===== src/rtl/dmem_arb_pkg.sv =====
// Shared types and constants for the data-memory arbiter.
package dmem_arb_pkg;
  localparam int unsigned AW_DEF = 6;

  localparam logic [3:0] WE_NONE  = 4'b0000;
  localparam logic [3:0] WE_BYTE0 = 4'b0001;
  localparam logic [3:0] WE_WORD  = 4'b1111;

  typedef enum logic {
    S_CPRI = 1'b0,
    S_XPRI = 1'b1
  } arb_state_e;
endpackage


===== src/rtl/dmem_arbiter_if.sv =====
// Requester (core C, external X) and DMem bus signals; slave = arbiter side.
interface dmem_arbiter_if
  import dmem_arb_pkg::*;
#(
  parameter int unsigned AW = AW_DEF
);
  logic          c_req;
  logic [3:0]    c_we;
  logic [AW-1:0] c_addr;
  logic [31:0]   c_wdata;
  logic          c_gnt;
  logic          c_stall;
  logic          c_rvalid;
  logic [31:0]   c_rdata;

  logic          x_req;
  logic [3:0]    x_we;
  logic [AW-1:0] x_addr;
  logic [31:0]   x_wdata;
  logic          x_gnt;
  logic          x_rvalid;
  logic [31:0]   x_rdata;

  logic [AW-1:0] m_addr;
  logic [3:0]    m_we;
  logic [31:0]   m_wdata;
  logic [31:0]   m_rdata;

  modport slave (
    input  c_req, c_we, c_addr, c_wdata,
    output c_gnt, c_stall, c_rvalid, c_rdata,
    input  x_req, x_we, x_addr, x_wdata,
    output x_gnt, x_rvalid, x_rdata,
    output m_addr, m_we, m_wdata,
    input  m_rdata
  );

  modport master (
    output c_req, c_we, c_addr, c_wdata,
    input  c_gnt, c_stall, c_rvalid, c_rdata,
    output x_req, x_we, x_addr, x_wdata,
    input  x_gnt, x_rvalid, x_rdata,
    input  m_addr, m_we, m_wdata,
    output m_rdata
  );
endinterface


===== src/rtl/dmem_arb_rport.sv =====
// Per-requester read return: pending flag, rvalid pulse and rdata hold register.
module dmem_arb_rport (
  input  logic        clk,
  input  logic        nrst,
  input  logic        rd_start,
  input  logic [31:0] m_rdata,
  output logic        rvalid,
  output logic [31:0] rdata
);
  logic        pend;
  logic [31:0] cap;

  always_ff @(posedge clk or negedge nrst) begin
    if (!nrst) begin
      pend <= 1'b0;
      cap  <= '0;
    end else begin
      pend <= rd_start;
      if (pend) cap <= m_rdata;
    end
  end

  // Live memory data in the return cycle, held copy afterwards.
  always_comb begin
    rvalid = pend;
    rdata  = pend ? m_rdata : cap;
  end
endmodule


===== src/rtl/dmem_arbiter.sv =====
// Core-priority DMem arbiter with starvation escape for the external port.
// Optional conflict counter output enabled by `define DMEM_ARB_STATS_EN.
module dmem_arbiter
  import dmem_arb_pkg::*;
#(
  parameter int unsigned AW       = AW_DEF,
  parameter int unsigned DW       = 32,
  parameter int unsigned MAX_WAIT = 4
) (
  input  logic              clk,
  input  logic              nrst,
  dmem_arbiter_if.slave     bus
`ifdef DMEM_ARB_STATS_EN
  ,
  output logic [15:0]       conflict_cnt
`endif
);
  if (DW != 32) begin : g_dw_check
    $error("dmem_arbiter: DW must be 32");
  end
  if (MAX_WAIT < 1 || MAX_WAIT > 15) begin : g_mw_check
    $error("dmem_arbiter: MAX_WAIT must be 1..15");
  end

  localparam logic [3:0] MW = 4'(MAX_WAIT);

  arb_state_e    state, state_nxt;
  logic [3:0]    wait_cnt, wait_nxt;
  logic          c_gnt, x_gnt, x_denied;
  logic [AW-1:0] addr_q;
  logic [31:0]   wdata_q;

  // Grants are gated by nrst so every output reads 0 while in reset.
  always_comb begin
    c_gnt = 1'b0;
    x_gnt = 1'b0;
    if (nrst) begin
      if (state == S_XPRI) begin
        x_gnt = bus.x_req;
        c_gnt = bus.c_req & ~bus.x_req;
      end else begin
        c_gnt = bus.c_req;
        x_gnt = bus.x_req & ~bus.c_req;
      end
    end
  end

  always_comb begin
    x_denied  = bus.x_req & ~x_gnt;
    state_nxt = state;
    wait_nxt  = '0;
    if (x_denied) wait_nxt = (wait_cnt >= MW) ? MW : wait_cnt + 4'd1;
    unique case (state)
      S_CPRI: if (x_denied && wait_cnt == MW - 4'd1) state_nxt = S_XPRI;
      S_XPRI: if (x_gnt || !bus.x_req) state_nxt = S_CPRI;
      default: state_nxt = S_CPRI;
    endcase
  end

  always_ff @(posedge clk or negedge nrst) begin
    if (!nrst) begin
      state    <= S_CPRI;
      wait_cnt <= '0;
      addr_q   <= '0;
      wdata_q  <= '0;
    end else begin
      state    <= state_nxt;
      wait_cnt <= wait_nxt;
      if (c_gnt || x_gnt) begin
        addr_q  <= bus.m_addr;
        wdata_q <= bus.m_wdata;
      end
    end
  end

  always_comb begin
    bus.m_we    = WE_NONE;
    bus.m_addr  = addr_q;
    bus.m_wdata = wdata_q;
    if (c_gnt) begin
      bus.m_we    = bus.c_we;
      bus.m_addr  = bus.c_addr;
      bus.m_wdata = bus.c_wdata;
    end else if (x_gnt) begin
      bus.m_we    = bus.x_we;
      bus.m_addr  = bus.x_addr;
      bus.m_wdata = bus.x_wdata;
    end
    bus.c_gnt   = c_gnt;
    bus.x_gnt   = x_gnt;
    bus.c_stall = nrst & bus.c_req & ~c_gnt;
  end

  dmem_arb_rport u_rport_c (
    .clk      (clk),
    .nrst     (nrst),
    .rd_start (c_gnt && (bus.c_we == WE_NONE)),
    .m_rdata  (bus.m_rdata),
    .rvalid   (bus.c_rvalid),
    .rdata    (bus.c_rdata)
  );

  dmem_arb_rport u_rport_x (
    .clk      (clk),
    .nrst     (nrst),
    .rd_start (x_gnt && (bus.x_we == WE_NONE)),
    .m_rdata  (bus.m_rdata),
    .rvalid   (bus.x_rvalid),
    .rdata    (bus.x_rdata)
  );

`ifdef DMEM_ARB_STATS_EN
  always_ff @(posedge clk or negedge nrst) begin
    if (!nrst) conflict_cnt <= '0;
    else if (bus.c_req && bus.x_req && conflict_cnt != 16'hFFFF)
      conflict_cnt <= conflict_cnt + 16'd1;
  end
`endif
endmodule


===== src/flat_wrapper.sv =====
// flat-port wrapper written by rule: the top's interface ports become plain ports
module dmem_arbiter_flat import dmem_arb_pkg::*;
#(
  parameter int unsigned AW       = AW_DEF,
  parameter int unsigned DW       = 32,
  parameter int unsigned MAX_WAIT = 4
)
  (clk, nrst, bus_c_req, bus_c_we, bus_c_addr, bus_c_wdata, bus_c_gnt, bus_c_stall, bus_c_rvalid, bus_c_rdata, bus_x_req, bus_x_we, bus_x_addr, bus_x_wdata, bus_x_gnt, bus_x_rvalid, bus_x_rdata, bus_m_addr, bus_m_we, bus_m_wdata, bus_m_rdata);
  dmem_arbiter_if #(.AW(AW)) bus_i ();
  input  logic clk;
  input  logic nrst;
  input wire logic [$bits(bus_i.c_req)-1:0] bus_c_req;
  input wire logic [$bits(bus_i.c_we)-1:0] bus_c_we;
  input wire logic [$bits(bus_i.c_addr)-1:0] bus_c_addr;
  input wire logic [$bits(bus_i.c_wdata)-1:0] bus_c_wdata;
  output wire logic [$bits(bus_i.c_gnt)-1:0] bus_c_gnt;
  output wire logic [$bits(bus_i.c_stall)-1:0] bus_c_stall;
  output wire logic [$bits(bus_i.c_rvalid)-1:0] bus_c_rvalid;
  output wire logic [$bits(bus_i.c_rdata)-1:0] bus_c_rdata;
  input wire logic [$bits(bus_i.x_req)-1:0] bus_x_req;
  input wire logic [$bits(bus_i.x_we)-1:0] bus_x_we;
  input wire logic [$bits(bus_i.x_addr)-1:0] bus_x_addr;
  input wire logic [$bits(bus_i.x_wdata)-1:0] bus_x_wdata;
  output wire logic [$bits(bus_i.x_gnt)-1:0] bus_x_gnt;
  output wire logic [$bits(bus_i.x_rvalid)-1:0] bus_x_rvalid;
  output wire logic [$bits(bus_i.x_rdata)-1:0] bus_x_rdata;
  output wire logic [$bits(bus_i.m_addr)-1:0] bus_m_addr;
  output wire logic [$bits(bus_i.m_we)-1:0] bus_m_we;
  output wire logic [$bits(bus_i.m_wdata)-1:0] bus_m_wdata;
  input wire logic [$bits(bus_i.m_rdata)-1:0] bus_m_rdata;
  assign bus_i.c_req = bus_c_req;
  assign bus_i.c_we = bus_c_we;
  assign bus_i.c_addr = bus_c_addr;
  assign bus_i.c_wdata = bus_c_wdata;
  assign bus_c_gnt = bus_i.c_gnt;
  assign bus_c_stall = bus_i.c_stall;
  assign bus_c_rvalid = bus_i.c_rvalid;
  assign bus_c_rdata = bus_i.c_rdata;
  assign bus_i.x_req = bus_x_req;
  assign bus_i.x_we = bus_x_we;
  assign bus_i.x_addr = bus_x_addr;
  assign bus_i.x_wdata = bus_x_wdata;
  assign bus_x_gnt = bus_i.x_gnt;
  assign bus_x_rvalid = bus_i.x_rvalid;
  assign bus_x_rdata = bus_i.x_rdata;
  assign bus_m_addr = bus_i.m_addr;
  assign bus_m_we = bus_i.m_we;
  assign bus_m_wdata = bus_i.m_wdata;
  assign bus_i.m_rdata = bus_m_rdata;
  dmem_arbiter #(.AW(AW), .DW(DW), .MAX_WAIT(MAX_WAIT)) u_core (.clk(clk), .nrst(nrst), .bus(bus_i));
endmodule

===== config.mk =====
export PLATFORM = sky130hd
export DESIGN_NAME = dmem_arbiter_flat
export DESIGN_NICKNAME = d
export VERILOG_FILES = /design/src/rtl/dmem_arb_pkg.sv /design/src/rtl/dmem_arbiter_if.sv /design/src/rtl/dmem_arb_rport.sv /design/src/rtl/dmem_arbiter.sv /design/src/flat_wrapper.sv
export SDC_FILE = /design/constraint.sdc
export NUM_CORES = 1
export LEC_CHECK = 0
export CORE_MARGIN = 2
export CORE_UTILIZATION = 30
export DETAILED_ROUTE_END_ITERATION = 12
export SYNTH_ARGS = -nofsm -noshare
export SYNTH_HDL_FRONTEND = slang
export SYNTH_HIERARCHICAL = 1
export SYNTH_SLANG_ARGS = --single-unit

===== constraint.sdc =====
create_clock -name clk -period 1.6 [get_ports clk]
set_input_delay 0.24 -clock clk [delete_from_list [all_inputs] [get_ports clk]]
set_output_delay 0.24 -clock clk [all_outputs]
set_load 0.01 [all_outputs]

==> metrics.cfg <==
[timing]
period_minus_slack_ps = 1910
setup_ws_ps = -308
max_freq_ghz = 0.524
fin_crit_sh_pct = 119
final-setup-viol-count = 108
slew_violations = 0
finalHoldViolCount = 0
fin_skew_ps = 7.71
rsz0062_at_grt = true
maxSlewHeadroom_pct = 40.4
max_slew.worst_pin.slew_ps = 895

[detailed_routing]
vias_per_cell = 4.71
ant_nets = 0
drt_iter0_drc = 198
wire_per_inst_microns = 17.1
drt-total-wl_mm = 16.2
drc = 0
drt-pass1-iter-count = 5
via_count = 4474

[power_and_ir_drop]
pwr-share-comb_pct = 35.3
pwr_density_cell_nw_per_um2 = 901
p_int_mw = 6.09
p_leak_nw = 4.41
ir_drop_v = 0.000476
netSwitchingFraction_pct = 27.1
power_frac_clock_pct = 25.9
power.share.sequential_pct = 38.9
p_sw_mw = 2.26
total_power_mw = 8.35

[setup_path]
critPathBufInv = 4
endpoint_kind = output port
slowest_stage = dfrtp_2
crit_fanout = 6
cp_top_family = buffers and inverters
start_kind = flip-flop
criticalPathCategory = reg -> out
worstPathArrival_ps = 1670
max_stage_delay_ps = 450
required_ps = 1360
worstPathCellList = inv_2 > a21oi_4 > buf_4 > buf_6 > a221o_1 > buf_2

[yosys]
syn-cell-area_sq_um = 5110
postSynth.asyncResetShare_pct = 100
syn_avg_cell_area_sq_um = 15.0
ys.flop_type = dfrtp_1
synth-edff-count = 0
synth_warnings = 6
syn_nets = 462
ys_ff_latch = 109
synth_cell_types = 24
ys_seq_area_share_pct = 53.4
synthCells = 341

[place]
place_congestion = 0.732
io_buffers = 230
place_area_sq_um = 8290
hpwl_mm = 10.6

[floorplan]
die_x_microns = 135
initial_core_util_pct = 30.7
die_h_microns = 135
core_sq_um = 16600
row_count = 47
pin_count = 231
dieArea_sq_um = 18100

[global_routing]
grt_first_pass_wirelength_mm = 24.8
grt_pass1_vias = 4653
grt-ovfl-total = 0
antenna_found_initial = 0
grt_max_degree = 71
grt_use_total_pct = 17.4

[cells_and_area]
design_area_sq_um = 9270
utilization_pct = 55.7
layout.nets = 845
antenna_cells = 0
synthToLayoutAreaGrowth_pct = 81.4
layout-drive-gt1-share_pct = 50.3

[clocking]
clk_pin_slew_ps = 70
cts_sinks = 109
cts_tree = built
cts_inserted_buffers = 9
hold_buffers = 0
ctsLongestPathBuffers = 2
cts_htree_levels = 3
worstSkewPairLatency_ps = 350
cts-root-buf = clkbuf_16

[run_status]
outcome = finished with violations
violations = negative setup slack

[job]
cap_violations = 0

[hold_path]
hold_path_class = in -> async

-- area by class of cell --
cell class | count | area, sq um
inverters | 1 | 3.75
well taps | 220 | 275
repair buffers | 401 | 3840
fillers | 1357 | 7370
clock inverters | 6 | 55.1
multi-input cells | 202 | 2140
clock buffers | 10 | 229
flip-flops and latches | 109 | 2730
-- layer usage --
layer / vias up / part of all wire, % / global-route usage, %
met1: 2170 / 45 / 23.5
li1: 2098 / - / -
met3: 18 / 4.9 / 2.78
met5: - / 0 / 0
met2: 188 / 49 / 28.3
met4: 0 / 1.6 / 6.32
-- repair_timing --
item / 4_1_cts / 5_1_grt
gates cloned: 9 / 3
pin swaps: 9 / 2
hold endpoints to repair: 0 / 0
buffers inserted: 27 / 36
resized for setup: 521 / 29
setup endpoints to repair: 111 / 123
-- cell usage in the layout, fill, tap and decap left out, types with 2 or more instances in the layout --
| master | n |
|---|---|
| inv_8 | 2 |
| buf_2 | 42 |
| clkinvlp_4 | 2 |
| clkdlybuf4s50_1 | 116 |
| a21oi_4 | 2 |
| a221o_1 | 76 |
| mux2_4 | 63 |
| nor4_1 | 2 |
| a22o_1 | 4 |
| dfrtp_1 | 106 |
| dlygate4sd2_1 | 3 |
| nor3b_1 | 2 |
| buf_4 | 137 |
| buf_6 | 79 |
| nor2_1 | 2 |
| buf_16 | 7 |
| buf_12 | 12 |
| dfrtp_2 | 3 |
| and2_1 | 40 |
| nand2_1 | 3 |
| clkbuf_16 | 12 |
-- worst register-to-register path: cells and delay by family, from the launching register on --
kind | cells | cell delay [ps]
buffers and inverters | 4 | 530
AOI/OAI and AO/OA | 2 | 450
DFF | 1 | 430
-- sequential cells by signal, indices dropped and copies added (netlist names) --
| name | cells |
|---|---|
| u_core/u_rport_x/cap | 32 |
| u_core/u_rport_x/rvalid | 1 |
| u_core/u_rport_c/rvalid | 1 |
| u_core/u_rport_c/cap | 32 |
| u_core/state | 1 |
| u_core/addr_q | 6 |
| u_core/wait_cnt | 4 |
| u_core/wdata_q | 32 |
-- through the flow --
step / setup WS [ps] / setup TNS (ps) / cells / hold WS [ps]
after global routing: -377 / -27050 / 949 / 50.4
after floorplan: 195 / 0 / 341 / -55.6
after detailed placement: -704 / -51180 / 862 / 397
after global placement: -692 / -46080 / 862 / 396
after CTS: -316 / -22400 / 913 / 17.6
final: -308 / -20980 / 949 / 1.09
-- worst paths after layout --
path / slack, ps / from / endpoint / depth (start not counted)
min reg2reg: 440 / u_core/wait_cnt[0] / u_core/wait_cnt[0] / 1
max in group asynchronous: 300 / nrst / u_core/u_rport_c/rvalid / 3
min: 1 / nrst / u_core/wdata_q[25] / 2
max reg2reg: 60 / u_core/state / u_core/wdata_q[7] / 6
max: -310 / u_core/state / bus_m_wdata[21] / 6
min in group clk: 440 / u_core/wait_cnt[0] / u_core/wait_cnt[0] / 1
-- Yosys cell counts, types with 2 or more instances --
master,n,area (sq um)
mux2_2,4,45.0
a22o_1,4,35.0
buf_4,5,37.5
a21oi_2,2,17.5
mux2_4,60,901
nor4_1,2,12.5
buf_6,4,45.0
nand2_1,3,11.3
and2_1,40,250
buf_12,6,120
buf_2,13,65.1
nor2_1,2,7.51
nor3b_1,2,15.0
dfrtp_1,109,2730
a221o_1,76,761
-- logic make-up (layout without fill, tap and decap cells) --
| kind of cell | Yosys count | in the layout | synth area share (%) |
|---|---|---|---|
| flops | 109 | 109 | 53.4 |
| buf+inv | 30 | 418 | 5.39 |
| simple gates | 52 | 52 | 6.29 |
| fa+ha+maj | 1 | 1 | 0.245 |
| other cells | 1 | 1 | 0.0734 |
| mux | 64 | 64 | 18.5 |
| compound gates | 84 | 84 | 16.1 |
-- power groups by stage --
stage               registers (mW)  clock network (mW)  logic [mW]
floorplan                     3.26                   0        1.10
global placement              3.28                   0        2.61
detailed placement            3.30                   0        2.63
CTS                           3.25                2.24        2.71
global route                  3.28                2.36        3.14
finish                        3.25                2.16        2.94
Note: power is estimated with default switching activity, not from simulation.
